**src/rtl/wts_bus_interface.sv**
```systemverilog
// Cartridge slot to internal bus bridge: synchronizes the slot strobes and turns each access into a clean bus cycle.
// Optional Z80 wait-state generation is built only when WTS_BUS_WAIT_EN is defined.
module wts_bus_interface #(
  parameter int WAIT_CYCLES = 4
) (
  input  logic        nreset,
  input  logic        clk,
  input  logic        slot_nsltsl,
  input  logic        slot_nrd,
  input  logic        slot_nwr,
  input  logic [15:0] slot_a,
  input  logic [7:0]  slot_d,
  output logic        bus_ce,
  output logic        bus_rd,
  output logic        bus_wr_req,
  output logic [15:0] bus_address,
  output logic [7:0]  bus_wdata,
  output logic        slot_nwait
);

  typedef enum logic [1:0] {IDLE, READ, WRITE, RELEASE} state_t;

  if (WAIT_CYCLES < 1 || WAIT_CYCLES > 7) begin : g_bad_wait_cycles
    $error("WAIT_CYCLES must be in 1..7");
  end

  // Order within the synchronizer vectors: {sel, rd, wr}, stored active-high.
  logic [2:0]  sync1_q;
  logic [2:0]  sync2_q;
  logic [1:0]  sync_ready_q;
  logic        s_sel;
  logic        s_rd;
  logic        s_wr;

  state_t      state_q;
  logic        bus_ce_q;
  logic        bus_rd_q;
  logic        bus_wr_req_q;
  logic [15:0] bus_address_q;
  logic [7:0]  bus_wdata_q;

  // NOTE: sequential state uses non-blocking assignments so every flop samples pre-edge values.
  always_ff @(posedge clk or negedge nreset) begin
    if (!nreset) begin
      sync1_q      <= '0;
      sync2_q      <= '0;
      sync_ready_q <= '0;
    end else begin
      sync1_q      <= ~{slot_nsltsl, slot_nrd, slot_nwr};
      sync2_q      <= sync1_q;
      sync_ready_q <= {sync_ready_q[0], 1'b1};
    end
  end

  assign {s_sel, s_rd, s_wr} = sync2_q;

`ifdef WTS_BUS_WAIT_EN
  localparam logic [2:0] WAIT_CNT = 3'(WAIT_CYCLES);
  logic       slot_nwait_q;
  logic [2:0] wait_cnt_q;
`endif

  always_ff @(posedge clk or negedge nreset) begin
    if (!nreset) begin
      state_q       <= RELEASE;
      bus_ce_q      <= 1'b0;
      bus_rd_q      <= 1'b0;
      bus_wr_req_q  <= 1'b0;
      bus_address_q <= '0;
      bus_wdata_q   <= '0;
`ifdef WTS_BUS_WAIT_EN
      slot_nwait_q  <= 1'b1;
      wait_cnt_q    <= '0;
`endif
    end else begin
      bus_wr_req_q <= 1'b0;
      case (state_q)
        IDLE: begin
          if (s_sel && s_wr) begin
            state_q       <= WRITE;
            bus_ce_q      <= 1'b1;
            bus_wr_req_q  <= 1'b1;
            bus_address_q <= slot_a;
            bus_wdata_q   <= slot_d;
          end else if (s_sel && s_rd) begin
            state_q       <= READ;
            bus_ce_q      <= 1'b1;
            bus_rd_q      <= 1'b1;
            bus_address_q <= slot_a;
`ifdef WTS_BUS_WAIT_EN
            slot_nwait_q  <= 1'b0;
            wait_cnt_q    <= 3'd1;
`endif
          end
        end
        READ: begin
          if (!s_rd || !s_sel) begin
            state_q      <= IDLE;
            bus_ce_q     <= 1'b0;
            bus_rd_q     <= 1'b0;
`ifdef WTS_BUS_WAIT_EN
            slot_nwait_q <= 1'b1;
            wait_cnt_q   <= '0;
`endif
          end
`ifdef WTS_BUS_WAIT_EN
          else if (wait_cnt_q == WAIT_CNT) begin
            slot_nwait_q <= 1'b1;
          end else begin
            wait_cnt_q <= wait_cnt_q + 3'd1;
          end
`endif
        end
        WRITE: begin
          if (!s_wr || !s_sel) begin
            state_q  <= IDLE;
            bus_ce_q <= 1'b0;
          end
        end
        RELEASE: begin
          // Wait until the synchronizers hold real samples, otherwise a strobe
          // still low across reset would look idle for two cycles.
          if (sync_ready_q[1] && !s_sel && !s_rd && !s_wr) begin
            state_q <= IDLE;
          end
        end
        default: state_q <= RELEASE;
      endcase
    end
  end

  assign bus_ce      = bus_ce_q;
  assign bus_rd      = bus_rd_q;
  assign bus_wr_req  = bus_wr_req_q;
  assign bus_address = bus_address_q;
  assign bus_wdata   = bus_wdata_q;
`ifdef WTS_BUS_WAIT_EN
  assign slot_nwait  = slot_nwait_q;
`else
  assign slot_nwait  = 1'b1;
`endif

endmodule

```
**config.mk**
```make
export PLATFORM = sky130hd
export DESIGN_NAME = wts_bus_interface
export DESIGN_NICKNAME = d
export VERILOG_FILES = /design/src/rtl/wts_bus_interface.sv
export SDC_FILE = /design/constraint.sdc
export NUM_CORES = 1
export LEC_CHECK = 0
export BUFFER_PORTS_ARGS = -buffer_cell sky130_fd_sc_hd__buf_2
export CAP_MARGIN = 20
export CORE_MARGIN = 1
export CORE_UTILIZATION = 47
export CTS_BUF_LIST = sky130_fd_sc_hd__clkbuf_16
export CTS_CLUSTER_SIZE = 8
export DETAILED_ROUTE_END_ITERATION = 7
export PLACE_DENSITY = 0.86
export SYNTH_ARGS = -nofsm -noshare
export SYNTH_HDL_FRONTEND = slang
export SYNTH_SLANG_ARGS = --single-unit
```
**constraint.sdc**
```tcl
create_clock -name clk -period 2.4 [get_ports clk]
set_clock_uncertainty 0.05 [all_clocks]
set_input_delay 0.72 -clock clk [delete_from_list [all_inputs] [get_ports clk]]
set_output_delay 0.72 -clock clk [all_outputs]
set_load 0.1 [all_outputs]
```
# Yosys cells after proc, flatten, opt, wreduce, memory -nomap -nowiden
# Index checks and enable logic that the tools add are counted.
dict set report word_totals {
  regBits 37
  inputBits 29
}
dict set report classes {
  eq_ne 9
  muxes 17
  bitwise 1
  n_reduce_logical 19
}
# op n
set ops {}
lappend ops {{16-bit 2-to-1 mux} 2}
lappend ops {{4-bit AND reduction} 3}
lappend ops {{2-bit 2-to-1 mux} 5}
lappend ops {{2-bit != test, second input constant} 5}
lappend ops {{2-bit one-hot mux with 4 select lines} 1}
lappend ops {{1-bit 2-to-1 mux} 7}
lappend ops {{1-bit logical AND} 5}
lappend ops {{2-bit equality test, second input constant} 2}
lappend ops {{2-bit AND reduction} 2}
lappend ops {{2-bit nonzero test} 2}
lappend ops {{1-bit zero test} 3}
lappend ops {{3-bit != test, second input constant} 1}
lappend ops {{3-bit NOT} 1}
lappend ops {{1-bit one-hot mux with 3 select lines} 1}
lappend ops {{3-bit nonzero test} 1}
lappend ops {{2-bit by 1-bit equality test with 1-bit output, second input constant} 1}
lappend ops {{2-bit zero test} 1}
lappend ops {{1-bit logical OR} 2}
lappend ops {{1-bit one-hot mux with 2 select lines} 1}

# Logic depth before layout (Yosys ltp)
# Gate-level depths: netlist of the first run.
dict set report depth {
  depth_word 6
  mapped_depth 6
}

# Worst setup path before layout of the first run
# OpenSTA, ideal clock, no wires.
dict set report synth_timing {
  path_type {register to register}
  start {register state_q[0]}
  end {register bus_address_q[10], in the netlist bus_address[10]}
  setup_ps 126
  arrival_time_ps 1684
  required_time_ps 2224
  slack_ps 541
  path_stages_with_launch 7
  path_buffers 2
  period_less_slack_ps 1859
  cell_sequence {dfstp_2 -> inv_1 -> ha_1 -> clkbuf_1 -> o211ai_2 -> buf_2 -> mux2_2}
}
dict set report synth_between {
  elab_chain_cells 2
}
# item line_no
set synth_lines {}
lappend synth_lines {{start, declared} 35} ;# state_t state_q;
lappend synth_lines {{start signal, assigned} 65} ;# state_q <= RELEASE;
lappend synth_lines {{start signal, assigned} 80} ;# state_q <= WRITE;
lappend synth_lines {{start signal, assigned} 86} ;# state_q <= READ;
lappend synth_lines {{2-bit zero test} 77} ;# case (state_q)
lappend synth_lines {{2-bit AND reduction (no line)} n/a}
lappend synth_lines {{end signal, assigned} 83} ;# bus_address_q <= slot_a;
lappend synth_lines {{end signal, assigned} 89} ;# bus_address_q <= slot_a;
lappend synth_lines {{end, declared} 39} ;# logic [15:0] bus_address_q;
# Every way passes these cells.
# A chain may end at the register's enable or synchronous reset.

# Worst setup path after layout of the first run
dict set report layout_timing {
  start {register state_q[1]}
  end {register state_q[0]}
}
dict set report layout_between {
  elab_chain_cells 3
  elab_cells_between_ends 10
  cone_classes {7 x eq/ne; 1 x mux; 2 x reduce/logical}
}
# item line_no
set layout_lines {}
lappend layout_lines {{2-bit equality test, or another cell as far along} 77}
lappend layout_lines {{2-bit != test (no line) / 3-bit != test (equally long branches)} n/a}
lappend layout_lines {{4-bit AND reduction (no line)} n/a}
# Parallel ways exist; a longest one is shown, timed or not.

==> impl_metrics.ini, run 1 <==
[critical_path]
cp-end-kind = flip-flop
path_cells = inv_1 -> ha_1 -> a22o_1 -> a222oi_1 -> mux2i_1
cp.buffers_inverters = 1
crit_required_ns = 2.55
cp_max_fo = 4
path_class = flip-flop to flip-flop
cp.arrival_ns = 2.07
cpPeakStageDelay_ns = 0.56
crit_path_start_kind = flip-flop
crit_path_top_delay_cell = dfstp_2
crit_family = compound AO/OA/AOI/OAI gates

[logic_synthesis]
yosys_warnings = 0
synth.distinct_cells = 21
synth-seq-area-share = 0.642
avgSynthCellArea_um2 = 15.1
synth_area_um2 = 1450
ys_ff_latch = 37
syn_inst = 96

[floorplan]
core-area_um2 = 2830
die_height_um = 57.5
die_width_um = 57.5
dieArea_um2 = 3300
ios = 57
initial_core_util = 0.511
rows = 19

[timing]
tns_ns = 0
rsz0062_at_grt = false
relSlewSlack = 0.447
max_freq_mhz = 520
finalHoldViolations = 0
finalMaxSlewViolations = 0
setup_viol = 0
worstMarginPinSlew_ns = 0.827
fin_crit_sh = 0.801
period_minus_slack_ns = 1.92

[grt]
first_global_vias = 979
grt_pass1_wl_mm = 4.24
antenna_found_initial = 0
grt_max_degree = 38
grt_overflow = 0
grt_usage = 0.178

[final_layout]
drive_gt1_frac = 0.581
fillers = 205
fin_nets = 188
area_growth_pct = 29.7
antenna_cells = 0

[clocking]
clockRootBuffer = clkbuf_16
cts_tree = yes
clkSinkCount = 37
cts_buffers = 5
clock_latency_ns = 0.28
hold_buffers = 0
h-tree-depth = 2
clk_pin_slew_ns = 0.05
post_cts_buffers = 0
cts_max_path_buffers = 2
cts_resized = 0

[placed_design]
gp_congestion = 0.687
port_buffers = 55
dpl.hpwl_mm = 1.91

[drt]
post-route-drc-count = 3
vias = 942
avgViaCountPerCell = 5.06
dr.pass1.iters = 6
ant_nets = 0
drt-wirelength-per-cell_um = 14.7
drt_wl_total_mm = 2.74
drt_iter0_drc = 13

[run_status]
violations = design-rule violations
outcome = complete, but fails checks

[job]
maxCapViolCount = 0

[hold_path]
hp-class = flip-flop to flip-flop
## metal layers
layer  vias to the layer above  part of all wire  GRT usage
met5                         -                 0          0
met1                       450              0.40      0.194
met3                         9             0.074     0.0567
li1                        441                 -          -
met4                         0             0.022     0.0941
met2                        42              0.50      0.309
## registers in the layout, indices dropped and copies added, names as in the netlist
register,cells
bus_wdata,8
bus_wr_req,1
state_q,2
bus_rd,1
sync2_q,3
bus_ce,1
bus_address,16
sync_ready_q,2
sync1_q,3
## cell families after synthesis
logic type      after synthesis  share of synthesized area
fa+ha+maj                     5                     0.0433
flops                        37                      0.642
mux                          26                      0.201
buf+inv                      13                     0.0424
simple gates                  6                     0.0208
other cells                   1                    0.00259
compound gates                8                     0.0484
## stage by stage
step | setup slack [ns] | instance area (um2) | instances | utilization | hold WS, ns
finish | 0.479 | 1880 | 186 | 0.663 | 0.298
global route | 0.396 | 1880 | 186 | 0.663 | 0.305
CTS | 0.483 | 1880 | 186 | 0.663 | 0.298
detailed placement | 0.514 | 1730 | 178 | 0.613 | 0.285
global placement | 0.610 | 1730 | 178 | 0.613 | 0.283
floorplan | 0.541 | 1450 | 97 | - | 0.281
## path summary, 6_finish.rpt
kind | cells past startpoint | slack, ns | from | end
setup reg to reg | 5 | 0.48 | state_q[1]$_DFFE_PN1P_ | state_q[0]$_DFFE_PN1P_
setup / recovery | 5 | 0.48 | state_q[1]$_DFFE_PN1P_ | state_q[0]$_DFFE_PN1P_
min in group asynchronous | 1 | 0.47 | nreset | bus_rd$_DFFE_PN0P_
hold / removal | 0 | 0.30 | sync1_q[0]$_DFF_PN0_ | sync2_q[0]$_DFF_PN0_
hold reg to reg | 0 | 0.30 | sync1_q[0]$_DFF_PN0_ | sync2_q[0]$_DFF_PN0_
max in group asynchronous | 1 | 1.33 | nreset | bus_wdata[2]$_DFFE_PN0P_
## layout by cell type (no fill, tap or decap)
cell,count
conb_1,2
or4b_1,1
mux2i_1,2
ha_1,5
a222oi_1,1
nand3_1,1
nand2_1,4
o21ai_0,1
clkbuf_16,5
buf_2,55
o211ai_2,1
mux2_2,24
a22o_1,2
clkinv_2,2
a221oi_1,1
o32ai_1,1
o31ai_1,1
inv_1,8
clkinvlp_4,1
dfstp_2,2
dfrtp_1,35
## Yosys cell counts (all sizes together)
master	instances	area (um2)
a221oi	1	8.76
a222oi	1	10.0
a22o	2	17.5
buf	3	23.8
clkbuf	2	7.51
conb	1	3.75
dfrtp	35	876
dfstp	2	52.6
ha	5	62.6
inv	8	30.0
mux2	24	270
mux2i	2	20.0
nand2	4	15.0
nand3	1	5.00
o211ai	1	12.5
o21ai	1	5.00
o31ai	1	7.51
o32ai	1	8.76
or4b	1	10.0
## final cells by class
cell class,count,area [um2],share of cell area
multi-input cells,47,460,0.245
clock inverters,3,17.5,0.00934
flip-flops and latches,37,928,0.495
clock buffers,5,125,0.0667
well taps,31,38.8,0.0207
repair buffers,55,275,0.147
inverters,8,30.0,0.0160
Power of run 1 is not shown: default switching activity piles up to over one toggle a cycle in this logic, so the estimate is an artifact.
==> run 2, diff against run 1 <==
CORE_UTILIZATION = 42   (was 47)
PLACE_DENSITY = 0.81   (was 0.86)
clock period = 1.7 ns   (was 2.4 ns; I/O delays follow)
==> run 2 against run 1 <==
The flow finishes with violations (negative setup slack). Via count is 4.9% higher. Die area increased by 11%. Sequential share of layout area shrank 4.7 points. Utilization decreased by 0.62 points. Fmax rose by 7.5%. Non-clock buffer count grew 12. First-iteration DRC count up 92%.
==> impl_metrics.ini, run 2 (synthesis gave the netlist of run 1 again) <==
[placed_design]
dpl_cell_area_um2 = 1810
dpl.hpwl_mm = 1.89
pre_cts_ws_ns = -0.112
port_buffers = 55
gp_congestion = 0.693

[timing]
finalWorstSetupSlack_ns = -0.0877
period_minus_slack_ns = 1.79
max_freq_mhz = 559
setup_viol = 19
tns_ns = -0.392
relSlewSlack = 0.648
holdWs_ns = 0.0782
finalHoldViolations = 0
rsz0062_at_grt = true
finalMaxSlewViolations = 0
fin_crit_sh = 1.05
worstMarginPinSlew_ns = 0.522

[grt]
first_global_vias = 1063
grt_usage = 0.174
grt_pass1_wl_mm = 4.39
antenna_found_initial = 0
grt_overflow = 0
grt_max_degree = 26

[final_layout]
antenna_cells = 0
drive_gt1_frac = 0.635
final_area_um2 = 2070
fin_nets = 200
final_common_cell = buf_2
layout_common_cells = buf_2, dfrtp_1, mux2_2, buf_4, inv_1
largest_reg_flops = 16
area_growth_pct = 43.2

[drt]
dr_wl_met3_um = 227
drt_wl_total_mm = 2.76
dr.pass1.iters = 4
ant_nets = 0
wl_met1_mm = 1.08
top_layer_used = met4
met2WireLength_mm = 1.44
drt-wirelength-per-cell_um = 13.1
avgViaCountPerCell = 4.68
drt_iter0_drc = 25
vias = 988
post-route-drc-count = 0

[clocking]
cts_max_path_buffers = 2
clkSinkCount = 37
cts_buffers = 5
clock_latency_ns = 0.27
h-tree-depth = 2
hold_buffers = 0
cts_tree = yes
clockRootBuffer = clkbuf_16
clk_pin_slew_ns = 0.05

[floorplan]
core-area_um2 = 3150
rows = 20
die_height_um = 60.7
die_width_um = 60.7
ios = 57
initial_core_util = 0.459
dieArea_um2 = 3680

[critical_path]
crit_family = flip-flops
crit_path_top_delay_cell = dfstp_2
crit_required_ns = 1.85
cp_max_fo = 3
path_cells = inv_4 -> ha_4 -> a22o_4 -> a222oi_1 -> buf_4 -> mux2i_1
r2r_cells = 6
cp-endpoint = state_q[0]$_DFFE_PN1P_
cpPeakStageDelay_ns = 0.55
cp.arrival_ns = 1.94
path_depth = 6
cp.buffers_inverters = 2
r2r-end = state_q[0]$_DFFE_PN1P_
cp-end-kind = flip-flop
r2r_slack_ns = -0.09
cp-startpoint = state_q[1]$_DFFE_PN1P_
path_class = flip-flop to flip-flop
crit_path_start_kind = flip-flop
r2r-start = state_q[1]$_DFFE_PN1P_

[run_status]
outcome = complete, but fails checks
violations = negative setup slack

[hold_path]
hp-class = input port to async pin

[job]
maxCapViolCount = 0
## run 2: cell type report
cell class / instances / area, um2
clock buffers: 5 / 125
clock inverters: 3 / 11.3
fillers: 243 / 1080
inverters: 8 / 32.5
multi-input cells: 47 / 515
flip-flops and latches: 37 / 928
well taps: 44 / 55.1
repair buffers: 67 / 403
## run 2: stage by stage
stage               instances   util
floorplan                  97      -
global placement          196  0.575
detailed placement        196  0.575
CTS                       209  0.642
global route              211  0.657
finish                    211  0.657
## run 2: timing repair
item	in CTS	in global routing
pin swaps	3	3
setup buffers	5	2
resized for setup	3	5
cloned	0	0
endpoints found under the setup margin	19	27
## run 2: per-layer routing
layer | up-vias | track usage
li1 | 465 | -
met2 | 46 | 0.311
met3 | 4 | 0.0704
met4 | 0 | 0.0779
met5 | - | 0
met1 | 473 | 0.177
## run 2: how the worst min path moves through the flow
stage / endpoint / cells after the start / slack [ns] / startpoint
final: bus_wdata[6]$_DFFE_PN0P_ / 1 / 0.08 / nreset
after global routing: bus_wdata[6]$_DFFE_PN0P_ / 1 / 0.09 / nreset
after CTS: bus_wdata[6]$_DFFE_PN0P_ / 1 / 0.08 / nreset
after detailed placement: sync2_q[2]$_DFF_PN0_ / 0 / 0.29 / sync1_q[2]$_DFF_PN0_
after global placement: sync2_q[1]$_DFF_PN0_ / 0 / 0.28 / sync1_q[1]$_DFF_PN0_
after floorplan: bus_address[0]$_DFFE_PN0P_ / 0 / 0.16 / nreset
Power of run 2 is left out for the same reason.
==> run 3, diff against run 2 <==
SKIP_CTS_REPAIR_TIMING = 1   (was default)
TNS_END_PERCENT = 100   (was default)
==> run 3 against run 2 <==
The run still ends with negative setup slack left. Register-to-register slack worse by 0.03 ns. Routed wire length shrank 6.3%. Final cell count down 2.4%. Critical path depth unchanged. Via count decreased by 0.71%. Worst setup slack worse by 0.025 ns. First-iteration DRC count decreased by 8.0%. Critical endpoint unchanged.
==> impl_metrics.ini, run 3 (synthesis gave the netlist of run 1 again) <==
[run_status]
outcome = complete, but fails checks
violations = negative setup slack

[clocking]
clockRootBuffer = clkbuf_16
clkSinkCount = 37
cts_tree = yes
cts_max_path_buffers = 2
h-tree-depth = 2
clock_latency_ns = 0.28
clk_pin_slew_ns = 0.05
cts_buffers = 5

[final_layout]
final_cells = 206
final_area_um2 = 1980
drive_gt1_frac = 0.611
fin_nets = 195
largest_reg_flops = 16
final_common_cell = buf_2
fin_util = 0.628
layout_common_cells = buf_2, dfrtp_1, mux2_2, inv_1, buf_4
antenna_cells = 0
area_growth_pct = 36.9

[critical_path]
cp_max_fo = 3
crit_path_start_kind = flip-flop
r2r-start = state_q[1]$_DFFE_PN1P_
r2r-end = state_q[0]$_DFFE_PN1P_
path_class = flip-flop to flip-flop
r2r_cells = 6
cp.arrival_ns = 1.97
crit_required_ns = 1.85
cp-end-kind = flip-flop
r2r_slack_ns = -0.11

[grt]
grt_max_degree = 26
grt_overflow = 0
grt_pass1_wl_mm = 4.19
grt_usage = 0.165
antenna_found_initial = 0
first_global_vias = 1044

[drt]
drt_iter0_drc = 23
vias = 981
ant_nets = 0
dr.pass1.iters = 5
drt-wirelength-per-cell_um = 12.6
avgViaCountPerCell = 4.76
drt_wl_total_mm = 2.59
post-route-drc-count = 0

[placed_design]
dpl.hpwl_mm = 1.89
port_buffers = 55
gp_congestion = 0.693
dpl_cell_area_um2 = 1810
dpl.cell_count = 196

[job]
maxCapViolCount = 0

[timing]
finalMaxSlewViolations = 0
relSlewSlack = 0.623
setup_viol = 16
rsz0062_at_grt = true
period_minus_slack_ns = 1.81
tns_ns = -0.245
max_freq_mhz = 552
finalWorstSetupSlack_ns = -0.113
fin_crit_sh = 1.07
worstMarginPinSlew_ns = 0.563
finalHoldViolations = 0

[hold_path]
hp-class = input port to async pin

[floorplan]
dieArea_um2 = 3680
initial_core_util = 0.459
die_width_um = 60.7
core-area_um2 = 3150
rows = 20
die_height_um = 60.7
ios = 57
-- run 3: how the worst max path moves through the flow --
stage,start,to,slack [ns],cells after the start
finish,state_q[1]$_DFFE_PN1P_,state_q[0]$_DFFE_PN1P_,-0.11,6
CTS,state_q[1]$_DFFE_PN1P_,state_q[0]$_DFFE_PN1P_,-0.14,5
detailed placement,state_q[1]$_DFFE_PN1P_,state_q[0]$_DFFE_PN1P_,-0.11,5
global placement,state_q[1]$_DFFE_PN1P_,state_q[0]$_DFFE_PN1P_,-0.02,5
global route,state_q[1]$_DFFE_PN1P_,state_q[0]$_DFFE_PN1P_,-0.16,6
floorplan,state_q[1]$_DFFE_PN1P_,state_q[0]$_DFFE_PN1P_,-0.02,5
-- run 3: cell type report --
| cell class | instances | area [um2] |
|---|---|---|
| clock buffer | 5 | 125 |
| inverter | 8 | 30.0 |
| sequential | 37 | 928 |
| tap | 44 | 55.1 |
| fill | 257 | 1170 |
| clock inverter | 3 | 11.3 |
| multi-input combinational | 47 | 489 |
| timing repair buffer | 62 | 340 |
-- run 3: worst max-delay path, stage by stage (launching register included) --
cell and delay, ns:
dfstp_2 0.53, inv_2 0.06, ha_4 0.16, a22o_1 0.25, a222oi_1 0.34, buf_4 0.18
mux2i_1 0.17
-- run 3: per-layer routing --
metal | vias to the layer above | GRT usage | share of wire
met1 | 473 | 0.160 | 0.39
met3 | 4 | 0.0746 | 0.090
li1 | 454 | - | -
met4 | 0 | 0.0942 | 0.0097
met5 | - | 0 | 0
met2 | 50 | 0.290 | 0.51
-- run 3: metrics by stage --
| stage | hold WS (ns) | worst slack [ns] |
|---|---|---|
| detailed placement | 0.286 | -0.112 |
| global route | 0.0943 | -0.159 |
| floorplan | 0.164 | -0.0197 |
| CTS | 0.0848 | -0.139 |
| finish | 0.0767 | -0.113 |
| global placement | 0.282 | -0.0200 |
Power of run 3 is left out for the same reason.
